==> config.mk <==
export PLATFORM = sky130hd
export DESIGN_NAME = mem_port_arbiter
export DESIGN_NICKNAME = d
export VERILOG_FILES = /design/src/rtl/mem_port_arbiter_pkg.sv /design/src/rtl/mem_port_arbiter.sv
export SDC_FILE = /design/constraint.sdc
export NUM_CORES = 1
export LEC_CHECK = 0
export ABC_AREA = 1
export CAP_MARGIN = 0
export CORE_MARGIN = 2
export CORE_UTILIZATION = 35
export DETAILED_ROUTE_END_ITERATION = 10
export GPL_TIMING_DRIVEN = 1
export PLACE_DENSITY = 0.88
export SLEW_MARGIN = 25
export SYNTH_ARGS = -nofsm -noshare
export SYNTH_HDL_FRONTEND = slang
export SYNTH_SLANG_ARGS = --single-unit
==> constraint.sdc <==
create_clock -name clk -period 2.5 [get_ports clk]
set_clock_uncertainty 0.2 [all_clocks]
set_input_delay 0.5 -clock clk [delete_from_list [all_inputs] [get_ports clk]]
set_output_delay 0.5 -clock clk [all_outputs]
set_load 0.01 [all_outputs]
==> src/rtl/mem_port_arbiter_pkg.sv <==
// Shared constants for the unified-memory port arbiter: state encoding and memory geometry.
package mem_port_arbiter_pkg;
  localparam logic [0:0] ST_IDLE = 1'b0;
  localparam logic [0:0] ST_LOCK = 1'b1;

  localparam int ADDR_W_DEF = 16;
  localparam int MEM_DEPTH  = 1 << ADDR_W_DEF;
endpackage

==> src/rtl/mem_port_arbiter.sv <==
// Arbitrates the single memory port between fetch (IF) and data (D); grant is same-cycle,
// read data/valid one cycle later; a losing requester simply holds its request.
module mem_port_arbiter
  import mem_port_arbiter_pkg::*;
#(
  parameter int ADDR_W     = ADDR_W_DEF,
  parameter int STARVE_MAX = 4,
  parameter int LOCK_MAX   = 8
) (
  input  logic        clk,
  input  logic        rst,
  input  logic        ifReq,
  input  logic [31:0] ifAddr,
  output logic        ifGnt,
  output logic [31:0] ifRdata,
  output logic        ifValid,
  input  logic        dReq,
  input  logic        dWe,
  input  logic        dLock,
  input  logic [31:0] dAddr,
  input  logic [31:0] dWdata,
  output logic        dGnt,
  output logic [31:0] dRdata,
  output logic        dValid,
  output logic [31:0] memAddress,
  output logic [31:0] memWritedata,
  output logic        memRead,
  output logic        memWrite,
  input  logic [31:0] memReaddata
);
  localparam int SW = $clog2(STARVE_MAX + 1);
  localparam int LW = $clog2(LOCK_MAX + 1);

  logic [0:0]    state_q, state_d;
  logic [SW-1:0] starve_cnt_q, starve_cnt_d;
  logic [LW-1:0] lock_cnt_q, lock_cnt_d;
  logic          post_lock_q, post_lock_d;
  logic          if_valid_q, if_valid_d;
  logic          d_valid_q, d_valid_d;
  logic [31:0]   if_rdata_q, if_rdata_d;
  logic [31:0]   d_rdata_q, d_rdata_d;

  logic          if_gnt, d_gnt;
  logic [31:0]   sel_addr;
  logic          unused_addr_bits;

  // Grants are gated by reset so every output drops the instant reset asserts.
  always_comb begin
    if_gnt = 1'b0;
    d_gnt  = 1'b0;
    if (rst) begin
      if (state_q == ST_LOCK) begin
        d_gnt = dReq;
      end else if (ifReq && (post_lock_q || starve_cnt_q == SW'(STARVE_MAX))) begin
        if_gnt = 1'b1;
      end else if (dReq) begin
        d_gnt = 1'b1;
      end else if (ifReq) begin
        if_gnt = 1'b1;
      end
    end
  end

  always_comb begin
    state_d      = state_q;
    lock_cnt_d   = lock_cnt_q;
    post_lock_d  = 1'b0;
    starve_cnt_d = '0;
    if (state_q == ST_IDLE) begin
      lock_cnt_d = '0;
      if (d_gnt && dLock) begin
        state_d    = ST_LOCK;
        lock_cnt_d = LW'(1);
      end
    end else begin
      lock_cnt_d = lock_cnt_q + 1'b1;
      if (!dLock) begin
        state_d    = ST_IDLE;
        lock_cnt_d = '0;
      end else if (lock_cnt_d == LW'(LOCK_MAX)) begin
        // Lock budget spent: one idle cycle in which a waiting fetch is guaranteed to win.
        state_d     = ST_IDLE;
        post_lock_d = 1'b1;
      end
    end
    if (ifReq && !if_gnt) begin
      starve_cnt_d = (starve_cnt_q == SW'(STARVE_MAX)) ? starve_cnt_q : starve_cnt_q + 1'b1;
    end
  end

  always_comb begin
    if_valid_d = if_gnt;
    d_valid_d  = d_gnt;
    if_rdata_d = if_gnt ? memReaddata : if_rdata_q;
    d_rdata_d  = (d_gnt && !dWe) ? memReaddata : d_rdata_q;
  end

  always_ff @(posedge clk or negedge rst) begin
    if (!rst) begin
      state_q      <= ST_IDLE;
      starve_cnt_q <= '0;
      lock_cnt_q   <= '0;
      post_lock_q  <= 1'b0;
      if_valid_q   <= 1'b0;
      d_valid_q    <= 1'b0;
      if_rdata_q   <= '0;
      d_rdata_q    <= '0;
    end else begin
      state_q      <= state_d;
      starve_cnt_q <= starve_cnt_d;
      lock_cnt_q   <= lock_cnt_d;
      post_lock_q  <= post_lock_d;
      if_valid_q   <= if_valid_d;
      d_valid_q    <= d_valid_d;
      if_rdata_q   <= if_rdata_d;
      d_rdata_q    <= d_rdata_d;
    end
  end

  assign sel_addr         = d_gnt ? dAddr : ifAddr;
  assign unused_addr_bits = ^sel_addr[31:ADDR_W];

  assign ifGnt        = if_gnt;
  assign dGnt         = d_gnt;
  assign ifValid      = if_valid_q;
  assign dValid       = d_valid_q;
  assign ifRdata      = if_rdata_q;
  assign dRdata       = d_rdata_q;
  assign memAddress   = (if_gnt || d_gnt) ? {{(32-ADDR_W){1'b0}}, sel_addr[ADDR_W-1:0]} : 32'd0;
  assign memRead      = if_gnt || (d_gnt && !dWe);
  assign memWrite     = d_gnt && dWe;
  assign memWritedata = (d_gnt && dWe) ? dWdata : 32'd0;
endmodule

; ---- Yosys cells after proc, flatten, opt, wreduce, memory -nomap -nowiden
; Cells that the tools add are included.
; W data, S select, Z words.
[word_totals]
regBits = 75
input_bits = 134
output_inout_bits = 134
word_cells = 47
[op_classes]
n_addsub = 2
eq_ne = 3
n_mux = 24
reduce_logical = 10
[op_table]
columns = cell, count
row1 = $mux W16, 2
row2 = $mux W32, 1
row3 = $mux W1, 17
row4 = $mux W4, 2
row5 = $mux W3, 2
row6 = $logic_and A1 B1 Y1, 5
row7 = $add A4 B1 Y4 const B, 1
row8 = $eq A4 B4 Y1 const B, 1
row9 = $add A3 B1 Y3 const B, 1
row10 = $eq A3 B3 Y1 const B, 1
row11 = $logic_or A1 B1 Y1, 3
row12 = $logic_not A1 Y1, 2
row13 = $ne A2 B2 Y1 const B, 1

; ---- Depth between registers and ports, before layout
[logic_depth]
ltp_word = 9
mapped_depth = 10
mapped_depth_nobuf = 9

; ---- Worst setup path after synthesis
; No wires, ideal clock.
[synth_path]
path_type = register to output
startpoint = register starve_cnt_q[0]
endpoint = output port memAddress[10]
t_arrival_ps = 1371
t_required_ps = 1800
setup_slack_ps = 429
stages_incl_launch_ff = 11
path_buffers = 1
path_cell_list = dfrtp_1 > inv_1 > ha_1 > nand2_2 > nand3_2 > nand2_4 > nand2_1 > inv_2 > buf_6 > nand2_1 > nand2_1
[synth_via]
elab_chain_len = 8
[synth_rtl]
columns = item, line_no
row1 = from (decl), mem_port_arbiter.sv:35  ; logic [SW-1:0] starve_cnt_q, starve_cnt_d;
row2 = from (signal assigned), mem_port_arbiter.sv:110  ; starve_cnt_q <= starve_cnt_d;
row3 = $eq A3 B3 Y1 (*), mem_port_arbiter.sv:54  ; end else if (ifReq && (post_lock_q || starve_cnt_q == SW'(STARVE_MAX))) begin
row4 = $logic_or A1 B1 Y1 (*), mem_port_arbiter.sv:54
row5 = $logic_and A1 B1 Y1 (*), mem_port_arbiter.sv:54
row6 = $mux W1 (*), mem_port_arbiter.sv:54
row7 = $mux W1 (*), mem_port_arbiter.sv:52  ; if (state_q == ST_LOCK) begin
row8 = $mux W1 (*), mem_port_arbiter.sv:51  ; if (rst) begin
row9 = via dGnt, mem_port_arbiter.sv:22  ; output logic dGnt,
row10 = $mux W16 or $logic_or A1 B1 Y1 (tied branches), "mem_port_arbiter.sv:120, mem_port_arbiter.sv:129"
row11 = $mux W16 (*), mem_port_arbiter.sv:129  ; assign memAddress = (if_gnt || d_gnt) ? {{(32-ADDR_W){1'b0}}, sel_addr[ADDR_W-1:0]} : 32'd0;
row12 = to (decl), mem_port_arbiter.sv:25  ; output logic [31:0] memAddress,
; Mark *: on every way through the listed nets, which the timed path passes. The rest lies on a longest branch.

; ---- Worst setup path in the final report
[layout_path]
startpoint = register starve_cnt_q[0]
endpoint = output port memWritedata[23]
[layout_via]
elab_chain_len = 8
[layout_rtl]
columns = item, line_no
row1 = $eq A3 B3 Y1, mem_port_arbiter.sv:54
row2 = $logic_or A1 B1 Y1, mem_port_arbiter.sv:54
row3 = $logic_and A1 B1 Y1, mem_port_arbiter.sv:54
row4 = $mux W1, mem_port_arbiter.sv:54
row5 = $mux W1, mem_port_arbiter.sv:52
row6 = $mux W1, mem_port_arbiter.sv:51
row7 = $logic_and A1 B1 Y1, mem_port_arbiter.sv:132  ; assign memWritedata = (d_gnt && dWe) ? dWdata : 32'd0;
row8 = $mux W32, mem_port_arbiter.sv:132
row9 = to (decl), mem_port_arbiter.sv:26  ; output logic [31:0] memWritedata,
; No other way between the ends.

==> results.txt <==
- The worst setup path is of the reg -> out kind.
- In this run the tightest slew margin relative to its limit is 0.548.
- Synthesis-stage register bit count: 75
- Post-detail-place hpwl: about 9200 um
- Of the total power, the share spent switching nets is 0.320.
* Violated checks: setup timing
* Die area: 11300 um2
* Post-Place Cells: 820
* Die Y-Extent: between 100 and 150 um
- Maximum resistive drop on vdd: 298 uV
- Largest net degree at the start of global routing: 60
* Dominant cell type by area after synthesis: sky130_fd_sc_hd__dfrtp_1
- In this run, distinct cell masters in the synthesized netlist total 22.
- For the pin with the worst max-slew slack, the measured transition is 0.678 ns.
* Number of top-level pins: 268
- Type of the most critical hold path: in -> async
- Proportion of layout cells with a drive suffix above 1: 0.222
- The initial utilization of the core area, before any placement, comes to 0.357.
- The flow ran to the end, but the final reports show violations.
* Combinational power share: 0.375
* First-iteration detailed-routing DRC count: 184
* Synthesized area: approximately 3700 um2
- Leak Pwr: 3.36 nW
- Global routing finished with a remaining overflow of 0.
* Clock tree sinks: 75
- Count of unresolved DRC violations after routing: 0
- Power spread over the standard cell area amounts to about 620 nW/um2.
* Min cycle time layout: around 2.5 ns
- From synthesis to final layout, the design area changed by 79.4%.
- Dividing the synthesized area by the synthesized cell count gives 7.72 um2.
* Critical path peak fanout: 8
* Via count of the first global-routing pass: 4181
* Clock network power share: 0.231
* H-tree depth: 3
- Wire length of the first global-routing pass: 20300 um
- Per-cell via count in the routed design: roughly 4.8
- Unrepaired setup endpoints after global routing: yes
* Final setup margin: -0.0363 ns
- Inserted Clock Buffers: 9
- Cell internal power was estimated by the tool at 2.77 mW.
* Proportion of netlist area held by the largest area contributor: 0.514
- Wire length reported by the detailed router: 13700 um
* Net switching component of the power: 1.31 mW
- For this run, the detailed router's first-pass iteration total came to 4.
- The worst setup path is launched from a flop.
- Synthesized netlist cell count: 473
* Clock Tree Buf Depth: 2
- Rows: 37
- At the end of routability-driven placement, the weighted congestion stood at 0.840.
- Leaving out filler cells and counting taps, the final layout contains 857.
* Number of slew-limit violations in the final report: 0
- Setup total negative slack on the finished layout was measured at -0.254 ns.
- Clock insertion delay at the later pin of the skew report: 0.35 ns
- Post-layout util: 0.640
* Clock transition at the registers of the reported paths: 0.08 ns
- Top area cells in the synthesized netlist: sky130_fd_sc_hd__dfrtp_1 (51%), sky130_fd_sc_hd__nand2_1 (23%), sky130_fd_sc_hd__nand4_1 (5.8%)
* Required time worst endpoint: between 1.5 and 2 ns
- Of the total power, registers draw 0.395.
- The core region is ~10000 um2.
- Remaining antenna violation count after routing: 0
- Setup violations remaining at the end of the flow were counted as 15.
* Sequential fraction of the synthesis area: 0.514
- Max-cap violations in this run came to 0.
- Final number of hold-violating endpoints: 0
- During synthesis, Yosys emitted a total of 0 warnings.
* Vias post-DR: 4087
* Die Wd: roughly 110 um
* Aggregate global-route resource usage: 0.232
- Of the available clock period, the critical path in the final layout requires 1.01.
* Average routed wire per standard cell: 16.0 um
* Achievable Freq: 394 MHz
- The worst setup path is captured at an output pin.
- CTS Root Cell: sky130_fd_sc_hd__clkbuf_8
- Initial antenna violation count: 0
- At the end of the flow, the number of nets in the layout was 853.
- Clock tree from TritonCTS: built
* Endpoint arrival time on the critical path: 1.84 ns
- Number of input and output port buffers inserted: roughly 220
- The number of antenna diodes in the final layout is 0.
==> metal layers <==
layer	vias to the layer above	routed length, um	track usage
met5	-	0	0
met4	0	376	0.105
met3	26	1120	0.0533
met2	217	7330	0.428
met1	1948	4880	0.251
li1	1896	-	-
==> power by group through the flow <==
stage	clock, mW	sequential, mW	combinational [mW]
final	0.940	1.61	1.53
after global routing	1.01	1.64	1.64
after CTS	0.957	1.61	1.45
after detailed placement	0	1.62	1.41
after global placement	0	1.61	1.38
after floorplan	0	1.73	0.411
==> path summary, 6_finish.rpt <==
| check | to | from | cells after the start | slack [ns] |
|---|---|---|---|---|
| min in group clk | dRdata[10]$_DFFE_PN0P_ | dRdata[10]$_DFFE_PN0P_ | 2 | 0.27 |
| setup reg to reg | starve_cnt_q[2]$_DFFE_PN0P_ | starve_cnt_q[0]$_DFFE_PN0P_ | 10 | 0.36 |
| max in group asynchronous | dRdata[11]$_DFFE_PN0P_ | rst | 2 | 1.44 |
| hold reg to reg | dRdata[10]$_DFFE_PN0P_ | dRdata[10]$_DFFE_PN0P_ | 2 | 0.27 |
| hold / removal | ifRdata[0]$_DFFE_PN0P_ | rst | 2 | 0.15 |
| setup / recovery | memWritedata[23] | starve_cnt_q[0]$_DFFE_PN0P_ | 9 | -0.04 |
==> critical path: stages, from the launching register on <==
cell,delay [ns]
sky130_fd_sc_hd__dfrtp_1,0.37
sky130_fd_sc_hd__inv_2,0.06
sky130_fd_sc_hd__ha_4,0.16
sky130_fd_sc_hd__nand2_4,0.06
sky130_fd_sc_hd__nand3_4,0.10
sky130_fd_sc_hd__nand2_8,0.11
sky130_fd_sc_hd__nand3_4,0.16
sky130_fd_sc_hd__clkbuf_16,0.24
sky130_fd_sc_hd__nor2_4,0.11
sky130_fd_sc_hd__buf_6,0.11
==> layout make-up <==
cell class | count | area (um2)
timing repair inverter | 4 | 35.0
fill | 808 | 3680
inverter | 45 | 184
multi-input combinational | 327 | 1660
sequential | 75 | 1880
clock buffer | 11 | 141
tap | 136 | 170
clock inverter | 5 | 52.6
timing repair buffer | 254 | 2430
==> through the flow <==
stage | instance area [um2] | setup WS [ns] | hold WS (ns) | power (mW)
floorplan | 3710 | 0.429 | 0.00441 | 2.14
global placement | 5960 | -0.470 | 0.254 | 2.99
detailed placement | 5960 | -0.496 | 0.261 | 3.04
CTS | 6150 | -0.0626 | 0.144 | 4.01
global route | 6550 | -0.115 | 0.179 | 4.29
finish | 6550 | -0.0363 | 0.153 | 4.07
==> placed cells by master, fill, tap and decap left out, types with 4 or more instances in the layout <==
cell type | synthesis | final
sky130_fd_sc_hd__nor2_4 | 1 | 19
sky130_fd_sc_hd__buf_6 | 3 | 29
sky130_fd_sc_hd__inv_1 | 42 | 39
sky130_fd_sc_hd__dlygate4sd2_1 | 0 | 4
sky130_fd_sc_hd__conb_1 | 1 | 16
sky130_fd_sc_hd__nand4_1 | 34 | 34
sky130_fd_sc_hd__nand2_2 | 1 | 15
sky130_fd_sc_hd__nor2_2 | 0 | 7
sky130_fd_sc_hd__nand2_1 | 221 | 205
sky130_fd_sc_hd__buf_2 | 14 | 27
sky130_fd_sc_hd__clkbuf_8 | 0 | 10
sky130_fd_sc_hd__clkdlybuf4s50_1 | 0 | 164
sky130_fd_sc_hd__buf_4 | 17 | 24
sky130_fd_sc_hd__inv_2 | 3 | 4
sky130_fd_sc_hd__nor2_1 | 36 | 11
sky130_fd_sc_hd__dfrtp_1 | 75 | 75
==> repair_timing <==
action,in CTS,in global routing
hold buffers,1,0
gates cloned,4,4
resized for setup,224,94
endpoints found under the setup margin,52,50
pin swaps,6,11
buffers inserted,9,4
endpoints found under the hold margin,4,0
==> synth_stat cells (all sizes together) <==
library cell and instances:
a21oi 2, xnor2 1, clkbuf 7, nand3 6, ha 3, nor2 37, inv 45, nand4 34
nor3 2, xor2 1, or2 1, dfrtp 75, nand2 224, buf 34, conb 1
==> state kept, by name, summed over array words and instances (netlist names) <==
name          flops
lock_cnt_q        4
starve_cnt_q      3
dValid            1
post_lock_q       1
state_q           1
dRdata           32
ifValid           1
ifRdata          32
==> cells by family after synthesis <==
family,Yosys count,synth area share
compound gates,2,0.00274
xor+xnor,2,0.00480
fa+ha+maj,3,0.0103
buf+inv,86,0.117
flops,75,0.514
other cells,1,0.00103
simple gates,304,0.350
No activity file was read; power rests on OpenSTA's default activity.
